## config.mk

```make
export PLATFORM = sky130hd
export DESIGN_NAME = fir_core_sequencer
export DESIGN_NICKNAME = d
export VERILOG_FILES = /design/src/rtl/fir_pkg.sv /design/src/rtl/fir_mac.sv /design/src/rtl/fir_core_sequencer.sv
export SDC_FILE = /design/constraint.sdc
export NUM_CORES = 1
export LEC_CHECK = 0
export BUFFER_PORTS_ARGS = -buffer_cell sky130_fd_sc_hd__buf_2
export CAP_MARGIN = 20
export CORE_MARGIN = 1.5
export CORE_UTILIZATION = 40
export DETAILED_ROUTE_END_ITERATION = 10
export PLACE_DENSITY_LB_ADDON = 0.12
export SETUP_SLACK_MARGIN = 0.2
export SLEW_MARGIN = 10
export SYNTH_ARGS = -nofsm -noshare
export SYNTH_HDL_FRONTEND = slang
export SYNTH_SLANG_ARGS = --single-unit
export TNS_END_PERCENT = 50
```

## constraint.sdc

```tcl
create_clock -name axis_clk -period 8.04 [get_ports axis_clk]
set_clock_uncertainty 0.1 [all_clocks]
set_input_delay 0 -clock axis_clk [delete_from_list [all_inputs] [get_ports axis_clk]]
set_output_delay 0 -clock axis_clk [all_outputs]
set_load 0.03 [all_outputs]
```

## src/rtl/fir_pkg.sv

```systemverilog
// Shared definitions for the FIR core sequencer.
// Holds the sequencer state type and the default data / tap-count widths.
package fir_pkg;

    localparam int P_DATA_WIDTH    = 32;
    localparam int P_TAP_NUM_WIDTH = 10;

    typedef enum logic [2:0] {
        S_IDLE = 3'd0,
        S_CLR  = 3'd1,
        S_WAIT = 3'd2,
        S_MAC  = 3'd3,
        S_OUT  = 3'd4,
        S_DONE = 3'd5
    } fir_state_e;

endpackage

```

## src/rtl/fir_mac.sv

```systemverilog
// Multiply-accumulate datapath for the FIR core.
// Ports:
//   clk_i, rst_ni  clock / async active-low reset
//   clr_i          zero the accumulator (start of a new output sample)
//   en_i           add tap_i*data_i into the accumulator this cycle
//   tap_i, data_i  signed operands
//   acc_o          accumulator, wraps modulo 2^W
module fir_mac
    import fir_pkg::*;
#(
    parameter int W = P_DATA_WIDTH
) (
    input  logic         clk_i,
    input  logic         rst_ni,
    input  logic         clr_i,
    input  logic         en_i,
    input  logic [W-1:0] tap_i,
    input  logic [W-1:0] data_i,
    output logic [W-1:0] acc_o
);

    logic [W-1:0] acc_q;
    logic [W-1:0] acc_d;
    logic [W-1:0] prod_lo;

    // Low W bits of a two's-complement product do not depend on operand
    // signedness, so a W-bit multiply gives the signed result directly.
    assign prod_lo = tap_i * data_i;

    always_comb begin
        acc_d = acc_q;
        if (clr_i) begin
            acc_d = '0;
        end else if (en_i) begin
            acc_d = acc_q + prod_lo;
        end
    end

    always_ff @(posedge clk_i or negedge rst_ni) begin
        if (!rst_ni) begin
            acc_q <= '0;
        end else begin
            acc_q <= acc_d;
        end
    end

    assign acc_o = acc_q;

endmodule

```

## src/rtl/fir_core_sequencer.sv

```systemverilog
// FIR core sequencer: clears the data shifter, then for every input sample
// walks the taps through the MAC and presents the result on the output stream.
// Ports:
//   axis_clk, axis_rst_n        clock / async active-low reset
//   ap_start/ap_idle/ap_done    block-level control handshake
//   tap_num                     tap count, sampled when a job is accepted
//   core_clr_wait/core_data_EN  shifter clear phase / shifter wants a sample
//   core_tap_EN/core_tap_A      tap RAM + shifter read enable and index
//   tap_Do/data_Do              read data, valid one cycle after core_tap_A
//   ss_tvalid/ss_tlast          input stream qualifiers
//   sm_*                        output AXI-Stream
//
// state | meaning
// IDLE  | waiting for ap_start with non-zero tap_num
// CLR   | clearing shifter, tap_num cycles
// WAIT  | requesting next input sample
// MAC   | issuing taps 0..tap_num-1, plus one drain cycle
// OUT   | holding result until sm_tready
// DONE  | one-cycle ap_done pulse
module fir_core_sequencer
    import fir_pkg::*;
#(
    parameter int pDATA_WIDTH   = P_DATA_WIDTH,
    parameter int TAP_NUM_WIDTH = P_TAP_NUM_WIDTH
) (
    input  logic                     axis_clk,
    input  logic                     axis_rst_n,
    input  logic                     ap_start,
    output logic                     ap_idle,
    output logic                     ap_done,
    input  logic [TAP_NUM_WIDTH-1:0] tap_num,
    output logic                     core_clr_wait,
    output logic                     core_data_EN,
    output logic                     core_tap_EN,
    output logic [TAP_NUM_WIDTH-1:0] core_tap_A,
    input  logic [pDATA_WIDTH-1:0]   tap_Do,
    input  logic [pDATA_WIDTH-1:0]   data_Do,
    input  logic                     ss_tvalid,
    input  logic                     ss_tlast,
    output logic                     sm_tvalid,
    output logic [pDATA_WIDTH-1:0]   sm_tdata,
    output logic                     sm_tlast,
    input  logic                     sm_tready
);

    localparam logic [TAP_NUM_WIDTH-1:0] ONE = TAP_NUM_WIDTH'(1);

    fir_state_e               state_q, state_d;
    logic [TAP_NUM_WIDTH-1:0] tap_num_q, tap_num_d;
    logic [TAP_NUM_WIDTH-1:0] cnt_q, cnt_d;
    logic                     last_q, last_d;
    logic                     issue_q, issue_d;
    logic                     acc_clr;
    logic [pDATA_WIDTH-1:0]   acc;

    always_comb begin
        state_d       = state_q;
        tap_num_d     = tap_num_q;
        cnt_d         = cnt_q;
        last_d        = last_q;
        issue_d       = 1'b0;
        acc_clr       = 1'b0;
        ap_idle       = 1'b0;
        ap_done       = 1'b0;
        core_clr_wait = 1'b0;
        core_data_EN  = 1'b0;
        core_tap_EN   = 1'b0;
        core_tap_A    = '0;
        sm_tvalid     = 1'b0;
        sm_tlast      = 1'b0;
        case (state_q)
            S_IDLE: begin
                ap_idle = 1'b1;
                if (ap_start && (tap_num != '0)) begin
                    tap_num_d = tap_num;
                    cnt_d     = '0;
                    state_d   = S_CLR;
                end
            end
            S_CLR: begin
                core_clr_wait = 1'b1;
                if (cnt_q == tap_num_q - ONE) begin
                    cnt_d   = '0;
                    state_d = S_WAIT;
                end else begin
                    cnt_d = cnt_q + ONE;
                end
            end
            S_WAIT: begin
                core_data_EN = 1'b1;
                if (ss_tvalid) begin
                    last_d  = ss_tlast;
                    acc_clr = 1'b1;
                    cnt_d   = '0;
                    state_d = S_MAC;
                end
            end
            S_MAC: begin
                // cnt_q == tap_num_q is the drain cycle: the last read
                // returns now and is accumulated at the end of this cycle.
                if (cnt_q != tap_num_q) begin
                    core_tap_EN = 1'b1;
                    core_tap_A  = cnt_q;
                    issue_d     = 1'b1;
                    cnt_d       = cnt_q + ONE;
                end else begin
                    cnt_d   = '0;
                    state_d = S_OUT;
                end
            end
            S_OUT: begin
                sm_tvalid = 1'b1;
                sm_tlast  = last_q;
                if (sm_tready) begin
                    state_d = last_q ? S_DONE : S_WAIT;
                end
            end
            S_DONE: begin
                ap_done = 1'b1;
                last_d  = 1'b0;
                state_d = S_IDLE;
            end
            default: begin
                state_d = S_IDLE;
            end
        endcase
    end

    always_ff @(posedge axis_clk or negedge axis_rst_n) begin
        if (!axis_rst_n) begin
            state_q   <= S_IDLE;
            tap_num_q <= '0;
            cnt_q     <= '0;
            last_q    <= 1'b0;
            issue_q   <= 1'b0;
        end else begin
            state_q   <= state_d;
            tap_num_q <= tap_num_d;
            cnt_q     <= cnt_d;
            last_q    <= last_d;
            issue_q   <= issue_d;
        end
    end

    // issue_q lines up the accumulate with read data arriving one cycle
    // after the address.
    fir_mac #(
        .W(pDATA_WIDTH)
    ) u_mac (
        .clk_i (axis_clk),
        .rst_ni(axis_rst_n),
        .clr_i (acc_clr),
        .en_i  (issue_q),
        .tap_i (tap_Do),
        .data_i(data_Do),
        .acc_o (acc)
    );

    assign sm_tdata = acc;

endmodule
```

; ---- Word-level counts from Yosys, hierarchy flattened
; Cells that the tools add are included.
[totals]
regBits = 57
input_bits = 80
output_inout_bits = 49
wordCells = 60
[op_classes]
add_sub_neg = 3
n_mul = 1
n_eq_ne = 12
mux = 28
n_reduce_logical = 10
[op_table]
columns = operator, n
row1 = $mux W32, 2
row2 = $mux W10, 6
row3 = $pmux W10 S4, 1
row4 = $add A32 B32 Y32, 1
row5 = $mul A32 B32 Y32, 1
row6 = $mux W3, 6
row7 = $pmux W3 S5, 1
row8 = $mux W1, 11
row9 = $add A10 B1 Y10 const B, 1
row10 = $eq A10 B10 Y1, 1
row11 = $ne A10 B10 Y1, 1
row12 = $ne A2 B2 Y1 const B, 5
row13 = $reduce_bool A10 Y1, 1
row14 = $sub A10 B1 Y10 const B, 1
row15 = $eq A3 B2 Y1 const B, 2
row16 = $eq A3 B3 Y1 const B, 2
row17 = $reduce_and A5 Y1, 1
row18 = $reduce_and A2 Y1, 2
row19 = $reduce_bool A2 Y1, 2
row20 = $reduce_bool A4 Y1, 1
row21 = $eq A3 B1 Y1 const B, 1
row22 = $logic_not A3 Y1, 1
row23 = $reduce_and A3 Y1, 1
row24 = $pmux W1 S2, 1
row25 = $logic_and A1 B1 Y1, 1

; ---- Logic depth before layout (Yosys ltp)
; Gate-level depths: netlist (run 1).
[depth]
word_depth = 4
depth_mapped = 29
depth_no_buf = 27

; ---- Modules after synthesis
; Synthesis (run 1) repeated with hierarchy kept, for this count alone.
[unflattened]
cells_unflattened = 2158
area_unflattened_um2 = 19767.7
[modules_own_cells]
columns = module, instances, cells_per_inst, area_each_um2, seq_area_each_um2
row1 = fir_mac, 1, 1969, 18008.5, 800.8
row2 = fir_core_sequencer, 1, 189, 1759.2, 625.6

; ---- Worst setup path after synthesis (run 1)
; Ideal clock, no wire load.
[synth_path]
kind = reg-to-reg
startpoint = register u_mac.acc_q[22] (netlist: u_mac.acc_o[22])
endpoint = register u_mac.acc_q[30] (netlist: u_mac.acc_o[30])
setup_ns = 0.078
arrival_time_ns = 6.790
t_required_ns = 7.862
path_slack_ns = 1.072
stages_incl_launch_ff = 25
n_path_buf = 0
synth_period_minus_slack_ns = 6.968
cell_sequence = dfrtp_1 -> inv_1 -> fa_1 -> fa_1 -> inv_1 -> fa_1 -> inv_1 -> fa_1 -> inv_1 -> fa_1 -> fa_1 -> fa_1 -> inv_1 -> fa_1 -> inv_1 -> ha_1 -> a21o_1 -> a21oi_1 -> o21ai_0 -> a221o_1 -> a21oi_1 -> o41ai_1 -> a31oi_1 -> mux2_2 -> o2bb2ai_1
[synth_between]
elab_chain_cells = 3
[synth_rtl]
columns = item, line
row1 = start: declaration, fir_mac.sv:22  ; logic [W-1:0] acc_q;
row2 = start signal: assignment, fir_mac.sv:41  ; acc_q <= '0;
row3 = start signal: assignment, fir_mac.sv:43  ; acc_q <= acc_d;
row4 = $add A32 B32 Y32, fir_mac.sv:35  ; acc_d = acc_q + prod_lo;
row5 = $mux W32, fir_mac.sv:34  ; end else if (en_i) begin
row6 = $mux W32, fir_mac.sv:32  ; if (clr_i) begin
; Every way passes these cells. The select of a mux whose other input is x is not followed.
; A chain may end at the register's enable or synchronous reset.

; ---- Final worst setup path (run 1)
[layout_path]
startpoint = register u_mac.acc_q[16] (netlist: u_mac.acc_o[16])
endpoint = register u_mac.acc_q[30] (netlist: u_mac.acc_o[30])
; Same word-level chain as after synthesis.

==> results.cfg, run 1 <==
[outcome]
status = finished, final reports clean

[floorplan]
start_util = 0.404
io_pins = 129
fp.dieH_um = 225
die_area_um2 = 50700
die-width_um = 225
core_area_um2 = 48800
rows = 81

[timing]
hold_violations = 0
worst_pin_slew_ns = 0.814
rsz0062_at_grt = false
post-route-min-period_ns = 7.26
drv_slew = 0
finalSetupViolCount = 0
period_share = 0.903
fin_tns_setup_ns = 0
clock.fmax_mhz = 138
slew-limit-headroom = 0.453

[job]
maxCapViolCount = 0

[worst_setup_path]
critPathRequiredTime_ns = 8.19
critPathMaxFanout = 6
reg2reg_slack_ns = 0.78
arrival_ns = 7.41
endpoint_kind = register
start_kind = register
crit_type = register to register

[worst_hold_path]
worstHoldPathType = primary input to register

[place]
dpl.hpwl_mm = 45.5
place_congestion = 0.871
port_buffers = 128
place_inst = 2882

[clocking]
clk_pin_slew_ns = 0.06
htree_levels = 3
cts.sinks = 57
cts_tree = done
hold_buffers = 13
cts_resized = 0
post_cts_buffers = 0
clkLatencyLatePin_ns = 0.33
clock_path_buffers = 2
cts-root-buf = clkbuf_16
cts_made_buffers = 9

[logic_synthesis]
synth_area_leaders = fa_1 (44%), and2_1 (11%), inv_1 (9.5%)
synth-seq-cells = 57
synth_area_um2 = 19700
ys_async_sr_fraction = 1.00
synth_area_per_cell_um2 = 9.06
ys_seq_area_frac = 0.0723
syn_nets = 2821
synth_cells = 2177
ys.flop_type = dfrtp_1
ys_types = 56
yosys_warnings = 0
synth_top_area_frac = 0.445
synth_edf_count = 0
yosys.area.top_type = fa_1

[final_layout]
ff_latch_area_um2 = 1430
layout_commonest_cell = inv_1
diodes = 0
final_cells = 2913
fin_nets = 2888
area_delta_synth_final_pct = 8.20
fillCellCount = 4970
final_cell_mix = inv_1 (498), fa_1 (438), and2_1 (333)
drive_gt1_frac = 0.0796
multiInputGateArea_um2 = 16000

[route]
detail_route.first_pass.iterations = 5
routedWlPerCell_um = 19.3
drc = 0
vias_per_cell = 4.92
dr_total_vias = 14300
routed_wl_mm = 56.3
drt-initial-drc-count = 680
ant_nets = 0

[global_routing]
grt_usage = 0.234
antenna_found_initial = 0
grt_pass1_vias = 15600
grt_max_degree = 58
grt_pass1_wl_mm = 89.8
overflow = 0
-- cells by family after synthesis --
family	count (synthesis)	synth area share
xor+xnor	98	0.0442
compound gates	120	0.0393
simple gates	704	0.187
mux	34	0.0180
fa+ha+maj	564	0.524
buf+inv	600	0.115
flops	57	0.0723
-- cell type report --
class | count | share of cell area
clock buffer | 13 | 0.0117
tap | 664 | 0.0389
inverter | 498 | 0.0876
sequential | 57 | 0.0669
timing repair buffer | 158 | 0.0426
clock inverter | 3 | 0.000821
multi-input combinational | 1520 | 0.751
-- registers in the layout, indices dropped and copies added, names as in the netlist --
name / flops
last_q: 1
tap_num_q: 10
cnt_q: 10
issue_q: 1
u_mac.acc_o: 32
state_q: 3
-- worst max-delay path, stage by stage (launching register included) --
cell and delay, ns:
dfrtp_1 0.46, fa_1 0.54, fa_1 0.51, fa_1 0.50, inv_1 0.06, fa_1 0.53
inv_1 0.05, fa_1 0.46, ha_1 0.30, fa_1 0.48, inv_1 0.05, fa_1 0.48
inv_1 0.05, ha_1 0.38, nand3_1 0.15, nor2_1 0.19, and4_1 0.21, o311ai_0 0.14
and2_1 0.25, o41ai_1 0.69, a31oi_1 0.19, mux2_2 0.30, o2bb2ai_1 0.13
-- layer usage --
metal  wire length (um)  part of all wire  global-route usage  vias to the layer above
met5                  0                 0                   0                        -
met2              27700              0.49               0.395                      297
li1                   -                 -                   -                     6489
met1              25000              0.44               0.325                     7481
met3               2160             0.038              0.0228                       58
met4               1430             0.025              0.0561                        0
-- through the flow --
stage / hold slack [ns] / util / setup WS (ns) / instance area [um^2]
final: 0.144 / 0.437 / 0.778 / 21300
after global routing: 0.188 / 0.437 / 0.486 / 21300
after CTS: 0.131 / 0.436 / 0.807 / 21300
after detailed placement: 0.128 / 0.428 / 0.633 / 20900
after global placement: 0.123 / 0.428 / 0.760 / 20900
after floorplan: -0.396 / - / 1.07 / 19700
-- final timing paths --
kind | start | to | depth (start not counted)
max in group asynchronous | axis_rst_n | issue_q | 3
worst min-delay path | ss_tvalid | state_q[0] | 5
worst max-delay path | u_mac.acc_o[16] | u_mac.acc_o[30] | 22
min in group asynchronous | axis_rst_n | tap_num_q[2] | 3
worst min register to register | last_q | last_q | 2
worst max register to register | u_mac.acc_o[16] | u_mac.acc_o[30] | 22
-- cells in the mapped netlist, types with 2 or more instances --
master / instances
a21oi_2: 2
clkbuf_1: 98
o21ai_1: 4
o21a_1: 5
or3_1: 8
mux2_2: 11
nand3_1: 11
buf_1: 2
o31a_1: 2
ha_1: 126
and4b_1: 2
a311oi_1: 2
a21oi_1: 29
and2_1: 333
dfrtp_1: 57
a21o_1: 15
or2_2: 2
fa_1: 438
nand3b_1: 7
nand2_1: 243
o21ai_0: 30
o311ai_0: 2
mux2i_1: 23
nor2b_1: 4
and3_1: 4
a221o_1: 2
nor3b_1: 7
a31oi_1: 9
nor3_1: 9
nor2_1: 55
nor4_1: 3
xnor2_1: 68
o21bai_1: 4
xor2_1: 29
nand2b_1: 10
inv_1: 498
a211oi_1: 4
Power of run 1 is left out: the tool's default activity adds up to more than one toggle a clock period on the data nets, which glitch-free logic cannot reach.
==> run 2, diff against run 1 <==
--- a/config.mk
+++ b/config.mk
@@ -8,9 +8,9 @@
 export BUFFER_PORTS_ARGS = -buffer_cell sky130_fd_sc_hd__buf_2
 export CAP_MARGIN = 20
 export CORE_MARGIN = 1.5
-export CORE_UTILIZATION = 40
+export CORE_UTILIZATION = 65
 export DETAILED_ROUTE_END_ITERATION = 10
-export PLACE_DENSITY_LB_ADDON = 0.12
+export PLACE_DENSITY = 0.83
 export SETUP_SLACK_MARGIN = 0.2
 export SLEW_MARGIN = 10
 export SYNTH_ARGS = -nofsm -noshare
==> run 2 against run 1 <==
- non-clock buffer count down 12
- sequential share of layout area up 0.14 points
- via count up 3.6%
- critical path depth up 2
- routed wire length down 11%
- largest cell class unchanged
- highest routed layer unchanged
==> results.cfg, run 2 (same netlist as run 1, synthesis figures left out) <==
[worst_setup_path]
r2r_cells = 24
max_stage_delay_ns = 0.55
arrival_ns = 7.31
critPathRequiredTime_ns = 8.20
crit_type = register to register
timing.rr.start = u_mac.acc_o[21]
path_delay_family = adder cells
cp_common_cell = fa_1
start_kind = register
cp_cell_sequence = inv_1 > fa_1 > fa_1 > inv_1 > fa_1 > inv_1 > fa_1 > inv_1 > fa_1 > fa_1 > fa_1 > inv_1 > fa_1 > inv_1 > ha_1 > a21o_1 > a21oi_1 > o21ai_0 > a221o_1 > a21oi_1 > o41ai_1 > a31oi_1 > mux2_2 > o2bb2ai_1
reg2reg_slack_ns = 0.89
critPathSlowestCell = fa_1
critPathMaxFanout = 5
critPathBufInv = 6
endpoint_kind = register
rr_endpoint = u_mac.acc_o[30]

[timing]
worst_slack_ns = 0.890
rsz0062_at_grt = false
drv_slew = 0
finalSetupViolCount = 0
clock.fmax_mhz = 140
whs_ns = 0.143
post-route-min-period_ns = 7.15
slew-limit-headroom = 0.282
hold_violations = 0
fin_tns_setup_ns = 0
worst_pin_slew_ns = 1.08
period_share = 0.889

[clocking]
cts_tree = done
cts.sinks = 57
cts_resized = 0
clkLatencyLatePin_ns = 0.33
post_cts_buffers = 0
clock_path_buffers = 2
clk_pin_slew_ns = 0.05
cts_made_buffers = 9
htree_levels = 3
cts-root-buf = clkbuf_16

[final_layout]
fin_nets = 2876
final_cell_mix = inv_1 (498), fa_1 (438), and2_1 (333)
area_delta_synth_final_pct = 5.95
multiInputGateArea_um2 = 16000
layout_commonest_cell = inv_1
fillCellCount = 2242
finish.utilization = 0.703
diodes = 0
largest_reg_flops = 32
drive_gt1_frac = 0.0747
ff_latch_area_um2 = 1430

[route]
detail_route.first_pass.iterations = 5
drt-initial-drc-count = 1007
met3WireLength_mm = 4.22
wl_met1_mm = 19.2
dr_total_vias = 14800
routedWlPerCell_um = 19.1
ant_nets = 0
vias_per_cell = 5.65
wl_met2_mm = 24.8
top_layer = met4
drc = 0
routed_wl_mm = 50.2

[floorplan]
io_pins = 129
die_area_um2 = 31400
fp.dieH_um = 177
core_area_um2 = 29700
rows = 63
start_util = 0.664
die-width_um = 177

[worst_hold_path]
hold_depth = 5
min_to = state_q[0]
worstHoldPathType = primary input to register
hold_start = ss_tvalid

[job]
maxCapViolCount = 0

[global_routing]
overflow = 0
grt_pass1_wl_mm = 83.0
grt_max_degree = 58
grt_pass1_vias = 16300
antenna_found_initial = 0
grt_usage = 0.345

[place]
pre_cts_slack_ns = 0.697
dpl.hpwl_mm = 39.4
place_congestion = 0.906
port_buffers = 128

[outcome]
status = finished, final reports clean
[run 2: cell count changes in the layout (fill, tap and decap cells not counted)]
cell and change:
buf_4 -10, buf_12 -1, clkbuf_2 -1
[run 2: stage by stage]
step                      cell area [um^2]  instances
after floorplan                      19700       2177
final                                20900       2627
after global placement               20500       2598
after detailed placement             20500       2598
after CTS                            20900       2627
after global routing                 20900       2627
[run 2: worst max path at each step]
stage	start	to	cells after the start
4_1_cts	u_mac.acc_o[21]	u_mac.acc_o[30]	24
3_3_place_gp	data_Do[0]	u_mac.acc_o[30]	25
3_5_place_dp	data_Do[0]	u_mac.acc_o[30]	25
5_1_grt	u_mac.acc_o[21]	u_mac.acc_o[30]	24
2_1_floorplan	u_mac.acc_o[22]	u_mac.acc_o[30]	24
6_report	u_mac.acc_o[21]	u_mac.acc_o[30]	24
[run 2: worst min-delay path, stage by stage]
cell	delay, ns
buf_2	0.10
mux2i_1	0.12
nand2_1	0.15
nand2_1	0.07
a21oi_1	0.10
[run 2: final cells by class]
| cell class | instances | area share |
|---|---|---|
| clock buffer | 13 | 0.0120 |
| clock inverter | 3 | 0.000838 |
| inverter | 498 | 0.0894 |
| multi-input combinational | 1520 | 0.767 |
| sequential | 57 | 0.0683 |
| tap | 390 | 0.0233 |
| timing repair buffer | 146 | 0.0387 |
[run 2: metal layers]
metal / vias to the layer above / GRT usage
li1: 6481 / -
met1: 7572 / 0.444
met2: 650 / 0.580
met3: 134 / 0.0670
met4: 0 / 0.125
met5: - / 0
[run 2: what timing repair did]
item	CTS	global route
hold endpoints to repair	69	0
endpoints found under the setup margin	0	0
hold buffers	13	0
Power of run 2 is left out for the same reason.
